## config.mk

```make
export PLATFORM = sky130hd
export DESIGN_NAME = xor_stale_output_monitor
export DESIGN_NICKNAME = d
export VERILOG_FILES = /design/src/rtl/xor_mon_pkg.sv /design/src/rtl/xor_mon_frame_acc.sv /design/src/rtl/xor_stale_output_monitor.sv
export SDC_FILE = /design/constraint.sdc
export NUM_CORES = 1
export LEC_CHECK = 0
export ABC_AREA = 1
export BUFFER_PORTS_ARGS = -buffer_cell sky130_fd_sc_hd__buf_2
export CORE_ASPECT_RATIO = 1.2
export CORE_UTILIZATION = 30
export CTS_BUF_LIST = sky130_fd_sc_hd__clkbuf_8
export DETAILED_ROUTE_END_ITERATION = 8
export PLACE_DENSITY_LB_ADDON = 0.08
export SYNTH_ARGS = -nofsm -noshare
export SYNTH_HDL_FRONTEND = slang
export SYNTH_SLANG_ARGS = --single-unit
```

## constraint.sdc

```tcl
create_clock -name clk -period 1.75 [get_ports clk]
set_clock_uncertainty 0.05 [all_clocks]
set_input_delay 0.35 -clock clk [delete_from_list [all_inputs] [get_ports clk]]
set_output_delay 0.35 -clock clk [all_outputs]
set_load 0.05 [all_outputs]
```

## src/rtl/xor_mon_pkg.sv

```systemverilog
// Shared types and helpers for the XOR stale-output monitor.
// Optional sticky error flag is enabled by defining XOR_MON_STICKY_ERR_EN.
package xor_mon_pkg;

    typedef enum logic {
        ACCUM,
        HOLD
    } mon_state_t;

    function automatic int calc_cnt_w(int n);
        return $clog2(n + 1);
    endfunction

endpackage

```

## src/rtl/xor_mon_frame_acc.sv

```systemverilog
// Per-frame accumulators: sample count, error count, first error index, parity.
// The *_d outputs are frame totals including the sample accepted this cycle.
module xor_mon_frame_acc
    import xor_mon_pkg::*;
#(
    parameter int FRAME_LEN = 8,
    parameter int CNT_W     = 4,
    parameter int IDX_W     = 3
) (
    input  logic             clk,
    input  logic             rst,
    input  logic             clear_i,
    input  logic             accept_i,
    input  logic             mism_i,
    input  logic             c_i,
    output logic             last_o,
    output logic [CNT_W-1:0] err_cnt_d_o,
    output logic [IDX_W-1:0] first_idx_d_o,
    output logic             parity_d_o
);

    logic [CNT_W-1:0] smp_cnt_q, smp_cnt_d;
    logic [CNT_W-1:0] err_cnt_q, err_cnt_d;
    logic [IDX_W-1:0] first_idx_q, first_idx_d;
    logic             parity_q, parity_d;

    assign last_o = (smp_cnt_q == CNT_W'(FRAME_LEN - 1));

    always_comb begin
        smp_cnt_d   = smp_cnt_q;
        err_cnt_d   = err_cnt_q;
        first_idx_d = first_idx_q;
        parity_d    = parity_q;
        if (accept_i) begin
            smp_cnt_d = smp_cnt_q + CNT_W'(1);
            parity_d  = parity_q ^ c_i;
            if (mism_i) begin
                if (err_cnt_q != CNT_W'(FRAME_LEN))
                    err_cnt_d = err_cnt_q + CNT_W'(1);
                if (err_cnt_q == '0)
                    first_idx_d = smp_cnt_q[IDX_W-1:0];
            end
        end
    end

    always_ff @(posedge clk or posedge rst) begin
        if (rst) begin
            smp_cnt_q   <= '0;
            err_cnt_q   <= '0;
            first_idx_q <= '0;
            parity_q    <= 1'b0;
        end else if (clear_i) begin
            smp_cnt_q   <= '0;
            err_cnt_q   <= '0;
            first_idx_q <= '0;
            parity_q    <= 1'b0;
        end else begin
            smp_cnt_q   <= smp_cnt_d;
            err_cnt_q   <= err_cnt_d;
            first_idx_q <= first_idx_d;
            parity_q    <= parity_d;
        end
    end

    assign err_cnt_d_o   = err_cnt_d;
    assign first_idx_d_o = first_idx_d;
    assign parity_d_o    = parity_d;

endmodule

```

## src/rtl/xor_stale_output_monitor.sv

```systemverilog
// Checks c == a ^ b per accepted sample and reports per-frame summaries.
// Sticky error flag is compiled in only with XOR_MON_STICKY_ERR_EN.
module xor_stale_output_monitor
    import xor_mon_pkg::*;
#(
    parameter int FRAME_LEN = 8,
    localparam int CNT_W    = calc_cnt_w(FRAME_LEN),
    localparam int IDX_W    = $clog2(FRAME_LEN)
) (
    input  logic             clk,
    input  logic             rst,
    input  logic             in_valid,
    output logic             in_ready,
    input  logic             a,
    input  logic             b,
    input  logic             c,
    input  logic             flush,
    output logic             out_valid,
    input  logic             out_ready,
    output logic [CNT_W-1:0] out_err_cnt,
    output logic [IDX_W-1:0] out_first_idx,
    output logic             out_parity,
    output logic             out_err,
    output logic             err_pulse,
    output logic             sticky_err,
    input  logic             clear_sticky
);

    mon_state_t       state_q;
    logic             out_valid_q;
    logic [CNT_W-1:0] out_err_cnt_q;
    logic [IDX_W-1:0] out_first_idx_q;
    logic             out_parity_q;
    logic             out_err_q;
    logic             err_pulse_q;

    logic             accept;
    logic             mism;
    logic             last;
    logic             acc_clear;
    logic [CNT_W-1:0] err_cnt_d;
    logic [IDX_W-1:0] first_idx_d;
    logic             parity_d;

    assign in_ready  = (state_q == ACCUM);
    // flush takes priority over a sample presented in the same cycle
    assign accept    = in_valid && in_ready && !flush;
    assign mism      = c ^ (a ^ b);
    assign acc_clear = (in_ready && flush) || (accept && last);

    xor_mon_frame_acc #(
        .FRAME_LEN (FRAME_LEN),
        .CNT_W     (CNT_W),
        .IDX_W     (IDX_W)
    ) u_acc (
        .clk           (clk),
        .rst           (rst),
        .clear_i       (acc_clear),
        .accept_i      (accept),
        .mism_i        (mism),
        .c_i           (c),
        .last_o        (last),
        .err_cnt_d_o   (err_cnt_d),
        .first_idx_d_o (first_idx_d),
        .parity_d_o    (parity_d)
    );

    always_ff @(posedge clk or posedge rst) begin
        if (rst) begin
            state_q         <= ACCUM;
            out_valid_q     <= 1'b0;
            out_err_cnt_q   <= '0;
            out_first_idx_q <= '0;
            out_parity_q    <= 1'b0;
            out_err_q       <= 1'b0;
        end else begin
            unique case (state_q)
                ACCUM: begin
                    if (accept && last) begin
                        out_err_cnt_q   <= err_cnt_d;
                        out_first_idx_q <= first_idx_d;
                        out_parity_q    <= parity_d;
                        out_err_q       <= (err_cnt_d != '0);
                        out_valid_q     <= 1'b1;
                        state_q         <= HOLD;
                    end
                end
                HOLD: begin
                    if (out_ready) begin
                        out_valid_q <= 1'b0;
                        state_q     <= ACCUM;
                    end
                end
                default: state_q <= ACCUM;
            endcase
        end
    end

    always_ff @(posedge clk or posedge rst) begin
        if (rst) err_pulse_q <= 1'b0;
        else     err_pulse_q <= accept && mism;
    end

`ifdef XOR_MON_STICKY_ERR_EN
    logic sticky_q;

    always_ff @(posedge clk or posedge rst) begin
        if (rst)                  sticky_q <= 1'b0;
        else if (accept && mism)  sticky_q <= 1'b1;
        else if (clear_sticky)    sticky_q <= 1'b0;
    end

    assign sticky_err = sticky_q;
`else
    logic unused_clear_sticky;

    assign unused_clear_sticky = clear_sticky;
    assign sticky_err          = 1'b0;
`endif

    assign out_valid     = out_valid_q;
    assign out_err_cnt   = out_err_cnt_q;
    assign out_first_idx = out_first_idx_q;
    assign out_parity    = out_parity_q;
    assign out_err       = out_err_q;
    assign err_pulse     = err_pulse_q;

endmodule

```

* Word-level counts from Yosys, hierarchy flattened *
Index checks and enable logic that the tools add are counted.

cells by class
  equality and inequality tests = 4
  $add $sub $neg = 2
  reductions and logical operators = 12
  order comparisons = 0
  shift operators = 0
  muxes and demuxes = 18
  multipliers = 0
  divide/modulo/power cells = 0
  bitwise gates (word level) = 4

operators by type and width
  operator                                                number
  two-way mux 4 bit                                       6
  two-way mux 3 bit                                       4
  adder 4 x 1 -> 4 bit (second input constant)            2
  two-way mux 1 bit                                       6
  logical AND 1 bit                                       5
  == test 4 x 3 -> 1 bit (second input constant)          1
  logical NOT 4 bit                                       1
  inequality test 4 bit (second input constant)           1
  case mux 1 bit (2 select lines)                         2
  AND reduction 2 bit                                     2
  nonzero test 4 bit                                      1
  bitwise XOR 1 bit                                       3
  inequality test 2 x 1 -> 1 bit (second input constant)  1
  inequality test 2 bit (second input constant)           1
  nonzero test 2 bit                                      1
  logical NOT 1 bit                                       1
  logical OR 1 bit                                        1
  inverter 1 bit                                          1

storage, ports and cells
  logic and storage cells = 51
  bits in latches = 0
  bits in writable memories = 0
  register bits after elaboration = 24
  output and inout port bits = 13
  ROM bits = 0
  bits of input ports = 9
  memories kept = 0

* Depth between registers and ports, before layout *
  depth in word-level cells = 6
  mapped depth = 10
  mapped depth without buffers = 10

* Modules after synthesis *
Synthesis repeated with hierarchy kept, for this count alone.

second synthesis, totals
  cell total of the unflattened synthesis = 166
  area total of the unflattened synthesis = 1,275.0 um^2

modules (own cells, without submodules)
  module                    times used  cells an instance  area an instance (um^2)  seq. area each (um^2)
  xor_mon_frame_acc         1           97                 685.7                    300.3
  xor_stale_output_monitor  1           69                 589.3                    300.3

* Worst setup path before layout *
No wires, ideal clock.

  path kind = reg2reg
  from = register state_q
  to = register out_first_idx_q[2] (netlist: out_first_idx[2])
  cell stages (with the launch flop) = 10
  required time = 1.576 ns
  slack = 0.159 ns
  period minus slack after synthesis = 1.591 ns
  arrival = 1.417 ns
  setup time = 0.124 ns
  buffers on the path = 1
  path through = dfrtp_1 inv_2 nand3_4 inv_8 nand3_4 nor2_8 inv_6 buf_6 nand2_1 o21ai_2

on the way
  word-level cells in the longest chain between the ends = 5
  elaborated cells between the ends (all ways) = 6
  classes of those cells = mux (1); bitwise (1); reduce/logical (4)

RTL lines
  item                                  line                            source
  start: declaration                    xor_stale_output_monitor.sv:29  mon_state_t state_q;
  start signal: assignment              xor_stale_output_monitor.sv:70  state_q <= ACCUM;
  start signal: assignment              xor_stale_output_monitor.sv:85  state_q <= HOLD;
  start signal: assignment              xor_stale_output_monitor.sv:91  state_q <= ACCUM;
  inverter 1 bit (no source line) *     n/a
  net in_ready                          xor_stale_output_monitor.sv:13  output logic in_ready,
  logical AND 1 bit (2 in series)       xor_stale_output_monitor.sv:47  assign accept = in_valid && in_ready && !flush;
  logical AND 1 bit                     xor_stale_output_monitor.sv:79  if (accept && last) begin
  AND reduction 2 bit (no source line)  n/a
  end signal: assignment                xor_stale_output_monitor.sv:81  out_first_idx_q <= first_idx_d;
  end: declaration                      xor_stale_output_monitor.sv:32  logic [IDX_W-1:0] out_first_idx_q;

Mark *: on every way through the listed nets, which the timed path passes. The rest lies on a longest branch.
A chain may end at the register's enable or synchronous reset.

* Final worst setup path *
  from = register u_acc.err_cnt_q[0]
  to = register out_err_q (netlist: out_err)

on the way
  word-level cells in the longest chain between the ends = 5
  elaborated cells between the ends (all ways) = 6
  classes of those cells = add/sub (1); eq/ne (1); mux (3); reduce/logical (1)

RTL lines
  item                                                                  line                                              source
  start: declaration                                                    xor_mon_frame_acc.sv:23                           logic [CNT_W-1:0] err_cnt_q, err_cnt_d;
  start signal: assignment                                              xor_mon_frame_acc.sv:59                           err_cnt_q <= err_cnt_d;
  adder 4 x 1 -> 4 bit / inequality test 4 bit (equally long branches)  xor_mon_frame_acc.sv:39, xor_mon_frame_acc.sv:38
  two-way mux 4 bit                                                     xor_mon_frame_acc.sv:38                           if (err_cnt_q != CNT_W'(FRAME_LEN))
  two-way mux 4 bit                                                     xor_mon_frame_acc.sv:37                           if (mism_i) begin
  two-way mux 4 bit *                                                   xor_mon_frame_acc.sv:34                           if (accept_i) begin
  nonzero test 4 bit *                                                  xor_stale_output_monitor.sv:83                    out_err_q <= (err_cnt_d != '0);
  end signal: assignment                                                xor_stale_output_monitor.sv:83
  end: declaration                                                      xor_stale_output_monitor.sv:34                    logic out_err_q;

Every way passes the cells marked *; elsewhere a longest branch is shown, timed or not.

==> impl_metrics.py <==
metrics = {
    "drt": {
        "wl_per_cell_um": 11.7,
        "drt_pass1_iterations": 3,
        "drc": 0,
        "via_count": 906,
        "drt-total-wl_um": 2380,
        "drt_iter0_drc": 12,
        "postRouteAntennaNets": 0,
        "vias_per_cell": 4.44,
    },
    "die": {
        "core_area_um2": 3750,
        "rows": 24,
        "fp.dieH_um": 71.7,
        "start_util_pct": 32.3,
        "die_w_um": 60.1,
        "pin_count": 22,
        "die_area_um2": 4300,
    },
    "worst_hold_path": {
        "hold_path_class": "input pin to asynchronous set/reset pin",
    },
    "place": {
        "hpwl_um": 1820,
        "io_buffers": 19,
        "finalWeightedCongestion": 0.828,
        "post-place-ws_ns": 0.120,
    },
    "power_and_ir_drop": {
        "p_leak_nw": 0.703,
        "ir_drop_mv": 0.349,
        "p_per_area_nw_per_um2": 766,
    },
    "logic_synthesis": {
        "yosysUniqueCellTypes": 26,
        "postSynthCellCount": 129,
        "synth.top_cells.by_area": "dfrtp_1 (49%), nand2_1 (6.5%), nor2_1 (4.6%), nand3_4 (4.3%), nand3_1 (3.7%)",
        "yosys.area.top_type_share_pct": 49.5,
        "ys_ff_latch": 24,
        "synth_nets": 141,
        "synth_area_um2": 1210,
        "seq_area_frac_synth_pct": 49.5,
        "avgSynthCellArea_um2": 9.41,
        "yosysTopAreaCell": "dfrtp_1",
        "ys_warn_count": 0,
    },
    "clock_tree": {
        "cts_tree": "built",
        "cts-root-buf": "clkbuf_8",
        "h-tree-depth": 1,
        "cts-buffers-inserted": 3,
        "cts_resized": 0,
        "clk_path_buf_depth": 2,
        "holdBufCountCts": 0,
        "cts_setup_buffers": 0,
        "numClockSinks": 24,
        "clock_latency_ns": 0.26,
        "clkTransAtPathRegs_ns": 0.08,
    },
    "sta": {
        "setup_viol": 0,
        "finalWorstSetupSlack_ns": 0.239,
        "drv_slew": 0,
        "fin_crit_ns": 1.51,
        "tns_ns": 0,
        "grt_setup_unrepaired": "no",
        "max_freq_mhz": 662,
        "finalHoldViolations": 0,
        "finalCritPeriodShare_pct": 86.3,
    },
    "final_layout": {
        "layout_common_cells": "dfrtp_1 (24), nand2_1 (21), buf_2 (19)",
        "fin_nets": 165,
        "final_common_cell": "dfrtp_1",
        "area_growth_pct": 17.4,
        "final_layout_size_suffix_gt1_share_pct": 27.6,
        "diodes": 0,
    },
    "global_route": {
        "grt_pass1_vias": 926,
        "antenna_found_initial": 0,
        "grtUsageMet2_pct": 22.3,
        "grt_use_met3_pct": 1.62,
        "track_usage_pct": 12.6,
        "use_met1_pct": 15.2,
        "grt_overflow": 0,
        "busiest_layer": "met2",
        "grt_pass1_wl_um": 4070,
        "grt_start_max_net_pins": 25,
    },
    "critical_path": {
        "critPathMaxFanout": 4,
        "setup.worst_path.start_class": "flip-flop",
        "crit_arrival_ns": 1.62,
        "required_ns": 1.86,
        "rrSetupSlack_ns": 0.24,
        "endpoint_kind": "flip-flop",
        "crit_type": "flip-flop to flip-flop",
    },
    "run": {
        "max-cap-violations": 0,
    },
    "outcome": {
        "status": "finished clean",
    },
}
[worst max-delay path: stages (launching register included)]
cell,delay (ns)
dfrtp_1,0.42
inv_1,0.09
ha_1,0.18
nand3_1,0.13
nand4_1,0.12
nand2_1,0.06
nand2_1,0.11
nand3_1,0.11
nor2_1,0.10
nor2_1,0.04
[synth_stat cells]
cell	n
conb_1	1
inv_6	1
nand2_1	21
buf_6	1
o21ai_1	7
nor2_8	1
nand4_1	3
a21oi_1	5
ha_1	3
nand3_4	3
dfrtp_1	24
nand2_2	2
nand2_4	1
nand3_2	1
nor2_1	15
inv_2	2
xor2_1	2
o21ai_2	2
o21ai_0	6
nor2_4	3
xnor2_1	1
buf_4	1
o21a_1	1
inv_1	12
nand3_1	9
inv_8	1
[worst paths after layout]
kind,startpoint,endpoint,depth (start not counted)
hold / removal,rst,out_err_cnt[3],3
setup reg to reg,u_acc.err_cnt_q[0],out_err,9
min in group clk,out_ready,out_valid,2
setup / recovery,u_acc.err_cnt_q[0],out_err,9
max in group asynchronous,rst,err_pulse,3
hold reg to reg,out_first_idx[2],out_first_idx[2],2
[sequential cells by signal, indices dropped and copies added (netlist names), 3 cells and up]
signal             flops
u_acc.smp_cnt_q        4
u_acc.err_cnt_q        4
out_first_idx          3
u_acc.first_idx_q      3
out_err_cnt            4
[area by class of cell]
class,count,area (um2)
clock buffers,4,55.1
fillers,395,2330
inverters,16,72.6
multi-input cells,87,522
flip-flops and latches,24,601
well taps,52,65.1
repair buffers,21,110
[power by group]
part | switching [mW] | internal, mW | leakage [nW]
clock | 0.172 | 0.201 | 0.0288
sequential | 0.00782 | 0.569 | 0.331
combinational | 0.0986 | 0.0432 | 0.343
[routing by layer]
metal  vias up  routed length [um]  part of all wire, %
met5         -                   0                    0
met4         0                  19                 0.80
met3         2                  49                  2.1
met2         9                1260                   53
met1       436                1060                   44
li1        459                   -                    -
[kinds of logic (layout without fill, tap and decap cells)]
logic type | Yosys count | after routing | synth area share [%]
xor gates and xnor gates | 3 | 3 | 2.17
adders and majority gates | 3 | 3 | 3.09
and+or+nand+nor | 59 | 59 | 27.9
buffers and inverters | 18 | 41 | 7.53
DFF | 24 | 24 | 49.5
AOI/OAI and AO/OA | 21 | 21 | 9.48
other | 1 | 1 | 0.309
[per-stage QoR]
step           std cells  cell area [um2]  hold WS [ns]  util, %  power (mW)
2_1_floorplan        129             1210         0.315        -       0.692
3_3_place_gp         200             1370         0.359     36.5       0.729
3_5_place_dp         200             1370         0.366     36.5       0.733
4_1_cts              204             1430        0.0676     38.0        1.12
5_1_grt              204             1430        0.0906     38.0        1.15
6_report             204             1430        0.0613     38.0        1.09
No activity file was read; power rests on OpenSTA's default activity.
